--- src/rtl/adder_pkg.sv ---
// Shared definitions for the nibble-serial adder: slice width and controller states.
package adder_pkg;

  localparam int NIBBLE = 4;

  typedef enum logic [1:0] {
    IDLE = 2'd0,
    RUN  = 2'd1,
    DONE = 2'd2
  } state_e;

endpackage

--- src/rtl/csa_nibble.sv ---
// 4-bit carry-select add slice: both ripple chains are evaluated up front and
// the real carry-in only drives the final mux.
module csa_nibble
  import adder_pkg::*;
(
  input  logic [NIBBLE-1:0] a,
  input  logic [NIBBLE-1:0] b,
  input  logic              cin,
  output logic [NIBBLE-1:0] sum,
  output logic              cout
);

  logic [NIBBLE:0]   c0;
  logic [NIBBLE:0]   c1;
  logic [NIBBLE-1:0] s0;
  logic [NIBBLE-1:0] s1;

  always_comb begin
    c0    = '0;
    c1    = '0;
    s0    = '0;
    s1    = '0;
    c1[0] = 1'b1;
    for (int i = 0; i < NIBBLE; i++) begin
      s0[i]   = a[i] ^ b[i] ^ c0[i];
      c0[i+1] = (a[i] & b[i]) | (c0[i] & (a[i] ^ b[i]));
      s1[i]   = a[i] ^ b[i] ^ c1[i];
      c1[i+1] = (a[i] & b[i]) | (c1[i] & (a[i] ^ b[i]));
    end
  end

  assign sum  = cin ? s1 : s0;
  assign cout = cin ? c1[NIBBLE] : c0[NIBBLE];

endmodule

--- src/rtl/nibble_serial_adder.sv ---
// Multi-precision adder that walks WIDTH-bit operands through one carry-select
// nibble slice per clock, with valid/ready handshakes on both sides.
module nibble_serial_adder
  import adder_pkg::*;
#(
  parameter int WIDTH = 16
) (
  input  logic             clk,
  input  logic             rst_n,
  input  logic             in_valid,
  output logic             in_ready,
  input  logic [WIDTH-1:0] a,
  input  logic [WIDTH-1:0] b,
  input  logic             cin,
  output logic             out_valid,
  input  logic             out_ready,
  output logic [WIDTH-1:0] sum,
  output logic             cout,
  output logic             busy
);

  localparam int SLICES = WIDTH / NIBBLE;
  localparam int IDXW   = (SLICES > 1) ? $clog2(SLICES) : 1;
  localparam logic [IDXW-1:0] LAST_IDX = IDXW'(SLICES - 1);

  if ((WIDTH % NIBBLE) != 0 || WIDTH < NIBBLE) begin : g_width_check
    $error("nibble_serial_adder: WIDTH must be a positive multiple of 4");
  end

  state_e           state_q,  state_d;
  logic [WIDTH-1:0] a_sh_q,   a_sh_d;
  logic [WIDTH-1:0] b_sh_q,   b_sh_d;
  logic [WIDTH-1:0] sum_sh_q, sum_sh_d;
  logic             carry_q,  carry_d;
  logic [IDXW-1:0]  idx_q,    idx_d;
  logic [WIDTH-1:0] sum_q,    sum_d;
  logic             cout_q,   cout_d;

  logic [NIBBLE-1:0] slice_sum;
  logic              slice_cout;

  csa_nibble u_slice (
    .a    (a_sh_q[NIBBLE-1:0]),
    .b    (b_sh_q[NIBBLE-1:0]),
    .cin  (carry_q),
    .sum  (slice_sum),
    .cout (slice_cout)
  );

  always_ff @(posedge clk or negedge rst_n) begin
    if (!rst_n) begin
      state_q  <= IDLE;
      a_sh_q   <= '0;
      b_sh_q   <= '0;
      sum_sh_q <= '0;
      carry_q  <= 1'b0;
      idx_q    <= '0;
      sum_q    <= '0;
      cout_q   <= 1'b0;
    end else begin
      state_q  <= state_d;
      a_sh_q   <= a_sh_d;
      b_sh_q   <= b_sh_d;
      sum_sh_q <= sum_sh_d;
      carry_q  <= carry_d;
      idx_q    <= idx_d;
      sum_q    <= sum_d;
      cout_q   <= cout_d;
    end
  end

  // Slice results enter sum_sh at the top, so after SLICES shifts the
  // least-significant nibble has reached bit 0.
  always_comb begin
    state_d  = state_q;
    a_sh_d   = a_sh_q;
    b_sh_d   = b_sh_q;
    sum_sh_d = sum_sh_q;
    carry_d  = carry_q;
    idx_d    = idx_q;
    sum_d    = sum_q;
    cout_d   = cout_q;

    case (state_q)
      IDLE: begin
        if (in_valid) begin
          a_sh_d  = a;
          b_sh_d  = b;
          carry_d = cin;
          idx_d   = '0;
          state_d = RUN;
        end
      end
      RUN: begin
        sum_sh_d = sum_sh_q >> NIBBLE;
        sum_sh_d[WIDTH-1 -: NIBBLE] = slice_sum;
        a_sh_d   = a_sh_q >> NIBBLE;
        b_sh_d   = b_sh_q >> NIBBLE;
        carry_d  = slice_cout;
        idx_d    = idx_q + IDXW'(1);
        if (idx_q == LAST_IDX) begin
          sum_d   = sum_sh_d;
          cout_d  = slice_cout;
          state_d = DONE;
        end
      end
      DONE: begin
        if (out_ready) begin
          state_d = IDLE;
        end
      end
      default: begin
        state_d = IDLE;
      end
    endcase
  end

  assign in_ready  = (state_q == IDLE);
  assign out_valid = (state_q == DONE);
  assign busy      = (state_q == RUN) || (state_q == DONE);
  assign sum       = sum_q;
  assign cout      = cout_q;

endmodule

--- config.mk ---
export PLATFORM = sky130hd
export DESIGN_NAME = nibble_serial_adder
export DESIGN_NICKNAME = d
export VERILOG_FILES = /design/src/rtl/adder_pkg.sv /design/src/rtl/csa_nibble.sv /design/src/rtl/nibble_serial_adder.sv
export SDC_FILE = /design/constraint.sdc
export NUM_CORES = 1
export LEC_CHECK = 0
export ABC_AREA = 1
export BUFFER_PORTS_ARGS = -buffer_cell sky130_fd_sc_hd__buf_2
export CAP_MARGIN = 20
export CORE_MARGIN = 2
export CORE_UTILIZATION = 33
export CTS_BUF_LIST = sky130_fd_sc_hd__clkbuf_4 sky130_fd_sc_hd__clkbuf_8 sky130_fd_sc_hd__clkbuf_16
export DETAILED_ROUTE_END_ITERATION = 10
export GPL_TIMING_DRIVEN = 0
export MAX_ROUTING_LAYER = met4
export PLACE_DENSITY_LB_ADDON = 0.2
export SLEW_MARGIN = 15
export SYNTH_ARGS = -nofsm -noshare
export SYNTH_HDL_FRONTEND = slang
export SYNTH_SLANG_ARGS = --single-unit
--- constraint.sdc ---
create_clock -name clk -period 1.9 [get_ports clk]
set_input_delay 0.285 -clock clk [delete_from_list [all_inputs] [get_ports clk]]
set_output_delay 0.285 -clock clk [all_outputs]
set_load 0.03 [all_outputs]
==> flow_metrics.env, run 1 <==
export IMPL_tritoncts="done"
export IMPL_place_gp_congestion=0.762
export IMPL_vias_per_cell=4.65
export IMPL_critPathMaxFanout=2
export IMPL_synthFlopType="dfrtp_1"
export IMPL_synth_fp_nets=421
export IMPL_dr_pass1_iters=4
export IMPL_start_util=0.336
export IMPL_start_kind="register"
export IMPL_clock_skew_ns=0.0155
export IMPL_synth_area_leader_cell="dfrtp_1"
export IMPL_crit_chain="ha_2 > nor2_2 > a21oi_2 > fa_2 > fa_2 > inv_2 > fa_2 > o21ai_1"
export IMPL_clk_path_buf_depth=2
export IMPL_grt_antenna_before_repair=0
export IMPL_core_area_um2=9150
export IMPL_portBuffers=56
export IMPL_die_h_um=101
export IMPL_wl_per_cell_um=13.0
export IMPL_dieArea_um2=10100
export IMPL_yosys_area_share_xor_xnor=0.00285
export IMPL_n_antenna_cell=0
export IMPL_clock_sinks=66
export IMPL_synthTopCellsByCount="nand2_1, dfrtp_1, nand3_1"
export IMPL_wl_met1_mm=3.52
export IMPL_layout_nets=490
export IMPL_design_area_um2=3740
export IMPL_timing_rr_end="sum[15]"
export IMPL_cts_root_buf="clkbuf_8"
export IMPL_grt_max_degree=35
export IMPL_reg2reg_slack_ns=-0.23
export IMPL_fillers=981
export IMPL_drc=0
export IMPL_max_slew_margin=0.688
export IMPL_total_power_w=0.00653
export IMPL_drtIter0Drc=125
export IMPL_synth_adder_area_share=0.0439
export IMPL_synth_simple_area_share=0.297
export IMPL_cpPeakStageDelay_ns=0.45
export IMPL_async_flop_share=1.00
export IMPL_rsz0062_at_grt="true"
export IMPL_syn2layout_area_growth_pct=21.6
export IMPL_swShare=0.442
export IMPL_fin_crit_ns=2.13
export IMPL_critical_path_buf_inv_count=1
export IMPL_synth_most_common_cell="nand2_1"
export IMPL_drive_gt1_frac=0.252
export IMPL_switchingPower_w=0.00289
export IMPL_ioPinCount=57
export IMPL_syn_mean_instance_area_um2=8.20
export IMPL_reg2reg_from="a_sh_q[0]"
export IMPL_worst_pin_slew_ns=0.468
export IMPL_crit_top_cell="fa_2"
export IMPL_hpwl_mm=5.13
export IMPL_finalHoldViolCount=0
export IMPL_p_leak_nw=2.05
export IMPL_synth_top_family_by_area="simple AND/OR/NAND/NOR gates"
export IMPL_r2r_cells=8
export IMPL_grtUsageTotal=0.162
export IMPL_wl_met3_um=326
export IMPL_clkPwrFrac=0.165
export IMPL_clk_pin_slew_worst_paths_ns=0.08
export IMPL_yosys_area_top_type_share=0.537
export IMPL_syn_area_um2=3080
export IMPL_synth_cell_types=20
export IMPL_grt_first_pass_wirelength_mm=12.4
export IMPL_fmax_ghz=0.470
export IMPL_dpl_cell_area_um2=3520
export IMPL_p_int_w=0.00364
export IMPL_cts_buffers_inserted=9
export IMPL_crit_family="adder cells"
export IMPL_min_path_cells=3
export IMPL_post_cts_buffers=0
export IMPL_pwr_share_seq=0.363
export IMPL_violations="setup timing"
export IMPL_synth_area_leaders="dfrtp_1, nand2_1, nand3_1"
export IMPL_synth_seq_cells=66
export IMPL_pwr_share_comb=0.473
export IMPL_met2WireLength_mm=3.27
export IMPL_status="complete, but fails checks"
export IMPL_fin_crit_sh=1.12
export IMPL_crit_slowest_cell="fa_2"
export IMPL_synth_edf_count=0
export IMPL_rows=35
export IMPL_syn_inst=375
export IMPL_synth_mux_area_fraction=0
export IMPL_antenna_left=0
export IMPL_yosys_warnings=0
export IMPL_final_setup_worst_slack_ns=-0.228
export IMPL_vias=2605
export IMPL_grt_pass1_vias=2618
export IMPL_arrival_ns=2.39
export IMPL_setup_violations_final=3
export IMPL_routed_top_layer="met4"
export IMPL_clock_latency_ns=0.34
export IMPL_crit_start="a_sh_q[0]"
export IMPL_worstPathRequired_ns=2.16
export IMPL_criticalPathCategory="reg2reg"
export IMPL_drt_wl_total_mm=7.25
export IMPL_fp_dieW_um=101
export IMPL_p_per_area_nw_per_um2=1750
export IMPL_seq_area_frac_synth=0.537
export IMPL_synth_compound_area_frac=0.0488
export IMPL_htreeDepth=3
export IMPL_drv_cap=0
export IMPL_crit_path_end="sum[15]"
export IMPL_ir_drop_mv=0.535
export IMPL_min_path_type="in2reg"
export IMPL_endpoint_kind="register"
export IMPL_cp_depth=8
export IMPL_slew_viol_final=0
export IMPL_grt_overflow_total=0
## flip-flops by register name, indices dropped and copies added (netlist names)
name,cells
sum,16
state_q,2
sum_sh_q,12
carry_q,1
b_sh_q,16
cout,1
a_sh_q,16
idx_q,2
## tightest hold or removal path: stages
cell and delay [ns]:
buf_2 0.08, nand3_1 0.07, nand2_1 0.06
## final cells by class
type / instances / area (µm²) / area share
Sequential cell: 66 / 1650 / 0.442
Multi-Input combinational cell: 265 / 1240 / 0.331
Timing Repair Buffer: 58 / 313 / 0.0837
Clock buffer: 12 / 153 / 0.0408
Tap cell: 111 / 139 / 0.0371
Buffer: 21 / 128 / 0.0341
Inverter: 23 / 88.8 / 0.0238
Clock inverter: 4 / 27.5 / 0.00736
## timing repair
| item | 4_1_cts | 5_1_grt |
|---|---|---|
| hold buffers | 1 | 0 |
| pin swaps | 1 | 2 |
| endpoints found under the setup margin | 4 | 5 |
| endpoints found under the hold margin | 32 | 0 |
| resized for setup | 5 | 6 |
## power groups by stage
stage | registers (W) | logic, W | clock network [W]
4_1_cts | 0.00237 | 0.00309 | 0.00111
3_3_place_gp | 0.00237 | 0.00300 | 0
5_1_grt | 0.00245 | 0.00353 | 0.00117
3_5_place_dp | 0.00239 | 0.00304 | 0
6_report | 0.00237 | 0.00308 | 0.00107
2_1_floorplan | 0.00262 | 0.00193 | 0
## cell usage in the layout (no fill, tap or decap), drive strengths merged
cell / synthesis / final
fa: 3 / 3
xor2: 1 / 1
clkbuf: 1 / 13
nand2: 181 / 181
nand4: 2 / 2
clkinvlp: 0 / 3
dfrtp: 66 / 66
dlygate4sd3: 0 / 1
ha: 6 / 6
nand3: 41 / 41
nor2: 1 / 1
clkinv: 0 / 1
inv: 23 / 23
a21oi: 1 / 1
buf: 20 / 77
o21ai: 29 / 29
## stage by stage
| step | hold slack [ns] | setup WS, ns | utilization | cells | setup TNS, ns |
|---|---|---|---|---|---|
| floorplan | -0.0106 | -0.0897 | - | 375 | -0.179 |
| global placement | 0.461 | -0.179 | 0.383 | 542 | -0.421 |
| detailed placement | 0.268 | -0.242 | 0.385 | 543 | -0.651 |
| CTS | 0.160 | -0.233 | 0.407 | 560 | -0.497 |
| global route | 0.160 | -0.304 | 0.408 | 560 | -0.800 |
| finish | 0.174 | -0.228 | 0.408 | 560 | -0.483 |
## worst min path at each step
| stage | from | end | slack [ns] |
|---|---|---|---|
| after floorplan | rst_n | a_sh_q[0] | -0.01 |
| after global placement | sum[3] | sum[3] | 0.46 |
| after detailed placement | rst_n | sum[0] | 0.27 |
| after CTS | a[12] | a_sh_q[12] | 0.16 |
| after global routing | a[12] | a_sh_q[12] | 0.16 |
| final | a[12] | a_sh_q[12] | 0.17 |
## cell families (layout without fill, tap and decap cells)
group	Yosys count	count (layout)
AO/OA/AOI/OAI	30	30
XOR/XNOR	1	1
adder cells (fa/ha/maj)	9	9
buffers and inverters	44	118
flip-flops	66	66
AND/OR/NAND/NOR	225	225
## metal layers
| layer | vias up | GRT usage |
|---|---|---|
| li1 | 1307 | - |
| met1 | 1216 | 0.212 |
| met2 | 68 | 0.251 |
| met3 | 14 | 0.0284 |
| met4 | 0 | 0.0653 |
| met5 | - | - |
Note: power is estimated with default switching activity, not from simulation.
==> inputs of run 2 (changes only) <==
--- a/config.mk
+++ b/config.mk
@@ -8,6 +8,7 @@
 export ABC_AREA = 1
 export BUFFER_PORTS_ARGS = -buffer_cell sky130_fd_sc_hd__buf_2
 export CAP_MARGIN = 20
+export CORE_ASPECT_RATIO = 2
 export CORE_MARGIN = 2
 export CORE_UTILIZATION = 33
 export CTS_BUF_LIST = sky130_fd_sc_hd__clkbuf_4 sky130_fd_sc_hd__clkbuf_8 sky130_fd_sc_hd__clkbuf_16
==> flow_metrics.env, run 2 (synthesis gave the netlist of run 1 again) <==
export IMPL_vias_per_cell=4.75
export IMPL_crit_family="adder cells"
export IMPL_reg2reg_slack_ns=-0.17
export IMPL_fin_util=0.428
export IMPL_dieArea_um2=10200
export IMPL_worstPathRequired_ns=2.16
export IMPL_ir_drop_mv=0.834
export IMPL_fillers=950
export IMPL_rows=49
export IMPL_hpwl_mm=5.63
export IMPL_min_from="b[15]"
export IMPL_drtIter0Drc=124
export IMPL_setup_violations_final=3
export IMPL_grt_pass1_vias=2619
export IMPL_drv_cap=0
export IMPL_ioPinCount=57
export IMPL_crit_path_end="sum[15]"
export IMPL_total_power_w=0.00719
export IMPL_fin_crit_sh=1.09
export IMPL_clkPwrFrac=0.247
export IMPL_r2r_cells=8
export IMPL_seq_area_um2=1650
export IMPL_vias=2615
export IMPL_post_cts_buffers=0
export IMPL_fin_setup_tns_ns=-0.395
export IMPL_grt_first_pass_wirelength_mm=12.9
export IMPL_cpPeakStageDelay_ns=0.42
export IMPL_max_slew_margin=0.740
export IMPL_grt_antenna_before_repair=0
export IMPL_clock_sinks=66
export IMPL_crit_top_cell="fa_2"
export IMPL_place_gp_congestion=0.830
export IMPL_status="complete, but fails checks"
export IMPL_slew_viol_final=0
export IMPL_syn2layout_area_growth_pct=25.4
export IMPL_dp_cells=534
export IMPL_dr_pass1_iters=4
export IMPL_pwr_share_seq=0.331
export IMPL_dpl_cell_area_um2=3520
export IMPL_clk_path_buf_depth=2
export IMPL_multiInputGateArea_um2=1220
export IMPL_crit_chain="ha_2 > nor2_2 > a21oi_2 > fa_2 > fa_2 > inv_2 > fa_1 > o21ai_1"
export IMPL_arrival_ns=2.33
export IMPL_p_leak_nw=2.13
export IMPL_endpoint_kind="register"
export IMPL_p_per_area_nw_per_um2=1870
export IMPL_min_path_type="in2reg"
export IMPL_rsz0062_at_grt="true"
export IMPL_pwr_share_comb=0.422
export IMPL_core_area_um2=9010
export IMPL_mostFrequentLayoutCell="nand2_1"
export IMPL_portBuffers=56
export IMPL_drive_gt1_frac=0.234
export IMPL_critical_path_buf_inv_count=1
export IMPL_n_antenna_cell=0
export IMPL_worst_pin_slew_ns=0.390
export IMPL_fmax_ghz=0.483
export IMPL_clock_latency_ns=0.33
export IMPL_critPathMaxFanout=2
export IMPL_p_int_w=0.00425
export IMPL_antenna_left=0
export IMPL_grt_max_degree=56
export IMPL_criticalPathCategory="reg2reg"
export IMPL_die_h_um=141
export IMPL_grt_overflow_total=0
export IMPL_clock_skew_ns=0.00397
export IMPL_fp_dieW_um=72.3
export IMPL_clk_pin_slew_worst_paths_ns=0.05
export IMPL_cts_buffers_inserted=9
export IMPL_htreeDepth=3
export IMPL_instances_no_fill=551
export IMPL_tritoncts="done"
export IMPL_cp_depth=8
export IMPL_timing_rr_end="sum[15]"
export IMPL_violations="setup timing"
export IMPL_final_setup_worst_slack_ns=-0.169
export IMPL_start_util=0.341
export IMPL_layout_nets=490
export IMPL_design_area_um2=3860
export IMPL_swShare=0.410
export IMPL_cts_root_buf="clkbuf_16"
export IMPL_start_kind="register"
export IMPL_mostFrequentLayoutCells="nand2_1, buf_2, dfrtp_1, nand3_1, o21ai_0"
export IMPL_crit_start="a_sh_q[0]"
export IMPL_switchingPower_w=0.00295
export IMPL_drc=0
export IMPL_drt_wl_total_mm=7.64
export IMPL_wl_per_cell_um=13.9
export IMPL_grtUsageTotal=0.173
export IMPL_crit_slowest_cell="fa_1"
export IMPL_finalHoldViolCount=0
export IMPL_fin_crit_ns=2.07
export IMPL_reg2reg_from="a_sh_q[0]"
-- run 2: cell type report --
type                    count  share of cell area
plain buffers              21              0.0331
clock buffers              10              0.0620
clock inverters             6              0.0208
inverters                  23              0.0230
multi-input cells         265               0.317
flip-flops and latches     66               0.428
well taps                 102              0.0331
repair buffers             58              0.0831
-- run 2: power groups by stage --
stage | clock network, W | logic [W] | registers (W)
floorplan | 0 | 0.00193 | 0.00262
global placement | 0 | 0.00300 | 0.00238
detailed placement | 0 | 0.00307 | 0.00241
CTS | 0.00181 | 0.00311 | 0.00239
global route | 0.00188 | 0.00347 | 0.00246
finish | 0.00177 | 0.00304 | 0.00238
-- run 2: how the worst min path moves through the flow --
stage / depth (start not counted) / endpoint / slack [ns]
3_5_place_dp: 1 / sum[4] / 0.15
4_1_cts: 3 / b_sh_q[15] / 0.17
6_report: 3 / b_sh_q[15] / 0.17
3_3_place_gp: 2 / sum[0] / 0.46
2_1_floorplan: 0 / a_sh_q[0] / -0.01
5_1_grt: 3 / a_sh_q[12] / 0.18
-- run 2: through the flow --
stage	hold WS, ns	setup slack, ns
floorplan	-0.0106	-0.0897
global placement	0.461	-0.185
detailed placement	0.147	-0.197
CTS	0.166	-0.178
global route	0.183	-0.265
finish	0.172	-0.169
-- run 2: routing by layer --
layer | GRT usage | vias to the layer above | part of all wire
met5 | - | - | 0
met4 | 0.0844 | 0 | 0.031
met3 | 0.0374 | 14 | 0.045
met2 | 0.296 | 61 | 0.55
met1 | 0.183 | 1228 | 0.38
li1 | - | 1312 | -
-- run 2: worst register-to-register path, stage by stage, from the launching register on --
cell	delay (ns)
dfrtp_1	0.38
ha_2	0.18
nor2_2	0.08
a21oi_2	0.05
fa_2	0.34
fa_2	0.34
inv_2	0.06
fa_1	0.43
o21ai_1	0.14
-- run 2: timing repair --
item / CTS / global route
cloned: 0 / 0
pin swaps: 3 / 1
hold endpoints to repair: 11 / 0
gates resized for setup: 4 / 0
endpoints found under the setup margin: 4 / 4
hold buffers: 1 / 0
==> inputs of run 3 (changes only) <==
--- a/config.mk
+++ b/config.mk
@@ -8,9 +8,11 @@
 export ABC_AREA = 1
 export BUFFER_PORTS_ARGS = -buffer_cell sky130_fd_sc_hd__buf_2
 export CAP_MARGIN = 20
+export CELL_PAD_IN_SITES_DETAIL_PLACEMENT = 1
+export CELL_PAD_IN_SITES_GLOBAL_PLACEMENT = 2
 export CORE_ASPECT_RATIO = 2
 export CORE_MARGIN = 2
-export CORE_UTILIZATION = 33
+export CORE_UTILIZATION = 29
 export CTS_BUF_LIST = sky130_fd_sc_hd__clkbuf_4 sky130_fd_sc_hd__clkbuf_8 sky130_fd_sc_hd__clkbuf_16
 export DETAILED_ROUTE_END_ITERATION = 10
 export GPL_TIMING_DRIVEN = 0
==> flow_metrics.env, run 3 (synthesis gave the netlist of run 1 again) <==
export IMPL_fin_crit_sh=1.13
export IMPL_dieArea_um2=11500
export IMPL_p_per_area_nw_per_um2=1840
export IMPL_p_leak_nw=2.12
export IMPL_tritoncts="done"
export IMPL_slew_viol_final=0
export IMPL_crit_family="adder cells"
export IMPL_mostFrequentLayoutCells="nand2_1, buf_2, dfrtp_1, nand3_1, o21ai_0"
export IMPL_arrival_ns=2.41
export IMPL_violations="setup timing"
export IMPL_drtIter0Drc=75
export IMPL_drt_wl_total_mm=8.58
export IMPL_worstPathRequired_ns=2.16
export IMPL_ioPinCount=57
export IMPL_mostFrequentLayoutCell="nand2_1"
export IMPL_hpwl_mm=6.45
export IMPL_worst_pin_slew_ns=0.438
export IMPL_vias=2675
export IMPL_dp_cells=569
export IMPL_cpPeakStageDelay_ns=0.45
export IMPL_critical_path_buf_inv_count=1
export IMPL_design_area_um2=3890
export IMPL_finalHoldViolCount=0
export IMPL_clk_path_buf_depth=2
export IMPL_place_gp_congestion=0.740
export IMPL_core_area_um2=10400
export IMPL_ir_drop_mv=0.620
export IMPL_fmax_ghz=0.465
export IMPL_fin_util=0.373
export IMPL_fin_setup_tns_ns=-0.567
export IMPL_rows=53
export IMPL_instances_no_fill=585
export IMPL_grtUsageTotal=0.171
export IMPL_cts_buffers_inserted=9
export IMPL_rsz0062_at_grt="true"
export IMPL_min_path_type="in2reg"
export IMPL_n_antenna_cell=0
export IMPL_fin_crit_ns=2.15
export IMPL_grt_antenna_before_repair=0
export IMPL_drv_cap=0
export IMPL_critPathMaxFanout=2
export IMPL_portBuffers=56
export IMPL_grt_first_pass_wirelength_mm=14.5
export IMPL_endpoint_kind="register"
export IMPL_clock_skew_ns=0.00519
export IMPL_cts_root_buf="clkbuf_16"
export IMPL_drc=0
export IMPL_dpl_cell_area_um2=3560
export IMPL_syn2layout_area_growth_pct=26.4
export IMPL_vias_per_cell=4.57
export IMPL_start_kind="register"
export IMPL_die_h_um=150
export IMPL_final_setup_worst_slack_ns=-0.249
export IMPL_post_cts_buffers=0
export IMPL_crit_slowest_cell="fa_2"
export IMPL_antenna_left=0
export IMPL_drive_gt1_frac=0.237
export IMPL_wl_per_cell_um=14.7
export IMPL_crit_top_cell="fa_2"
export IMPL_layout_nets=490
export IMPL_clock_latency_ns=0.33
export IMPL_clk_pin_slew_worst_paths_ns=0.05
export IMPL_dr_pass1_iters=4
export IMPL_criticalPathCategory="reg2reg"
export IMPL_clock_sinks=66
export IMPL_crit_chain="ha_2 > nor2_4 > a21oi_2 > fa_2 > fa_2 > inv_2 > fa_2 > o21ai_1"
export IMPL_holdWs_ns=0.179
export IMPL_max_slew_margin=0.708
export IMPL_htreeDepth=3
export IMPL_grt_pass1_vias=2875
export IMPL_grt_max_degree=53
export IMPL_setup_violations_final=3
export IMPL_start_util=0.295
export IMPL_fp_dieW_um=76.8
export IMPL_status="complete, but fails checks"
export IMPL_grt_overflow_total=0
[run 3: changes by cell type in the layout (fill, tap and decap cells not counted)]
| cell | change |
|---|---|
| nor2_4 | +1 |
| bufinv_16 | -1 |
| fa_1 | -1 |
| clkbuf_4 | +2 |
| o21ai_0 | -1 |
| o21ai_2 | +1 |
| clkinv_2 | -2 |
| nor2_2 | -1 |
| fa_2 | +1 |
[run 3: power breakdown]
group,internal [W],switching [W]
Clock,0.00107,0.000581
Combinational,0.00107,0.00206
Sequential,0.00203,0.000353
[run 3: cell type report]
cell class | instances | area (µm²)
buffer | 21 | 128
clock buffer | 12 | 254
clock inverter | 3 | 40.0
tap | 137 | 171
multi-input combinational | 265 | 1230
inverter | 23 | 88.8
timing repair buffer | 58 | 320
fill | 1299 | 6530
sequential | 66 | 1650
[run 3: timing repair]
item	4_1_cts	5_1_grt
gates cloned	0	0
hold endpoints to repair	14	0
pin swaps	1	1
gates resized for setup	6	2
hold buffers	1	0
setup endpoints to repair	4	6
[run 3: through the flow]
step / worst slack, ns / power (W)
4_1_cts: -0.255 / 0.00734
6_report: -0.249 / 0.00716
5_1_grt: -0.345 / 0.00786
3_3_place_gp: -0.193 / 0.00547
2_1_floorplan: -0.0897 / 0.00455
3_5_place_dp: -0.261 / 0.00559
[run 3: path summary, 6_finish.rpt]
kind	slack [ns]	endpoint	start	cells past startpoint
setup / recovery	-0.25	sum_sh_q[15]	a_sh_q[0]	8
hold / removal	0.18	a_sh_q[15]	a[15]	3
setup reg to reg	-0.25	sum_sh_q[15]	a_sh_q[0]	8
hold reg to reg	0.48	sum[7]	sum[7]	2
max in group asynchronous	1.00	b_sh_q[6]	rst_n	3
min in group asynchronous	0.37	state_q[0]	rst_n	2
[run 3: worst register-to-register path: cells and delay by family, from the launching register on]
kind	cells	cell delay [ns]
compound gates	2	0.19
simple gates	1	0.09
flops	1	0.39
buf+inv	1	0.06
fa+ha+maj	4	1.35
[run 3: routing by layer]
layer  global-route usage  part of all wire  vias up
met5                    -                 0        -
met4               0.0655             0.020        0
met3               0.0314             0.030       11
met2                0.324              0.58       49
met1                0.170              0.37     1307
li1                     -                 -     1308
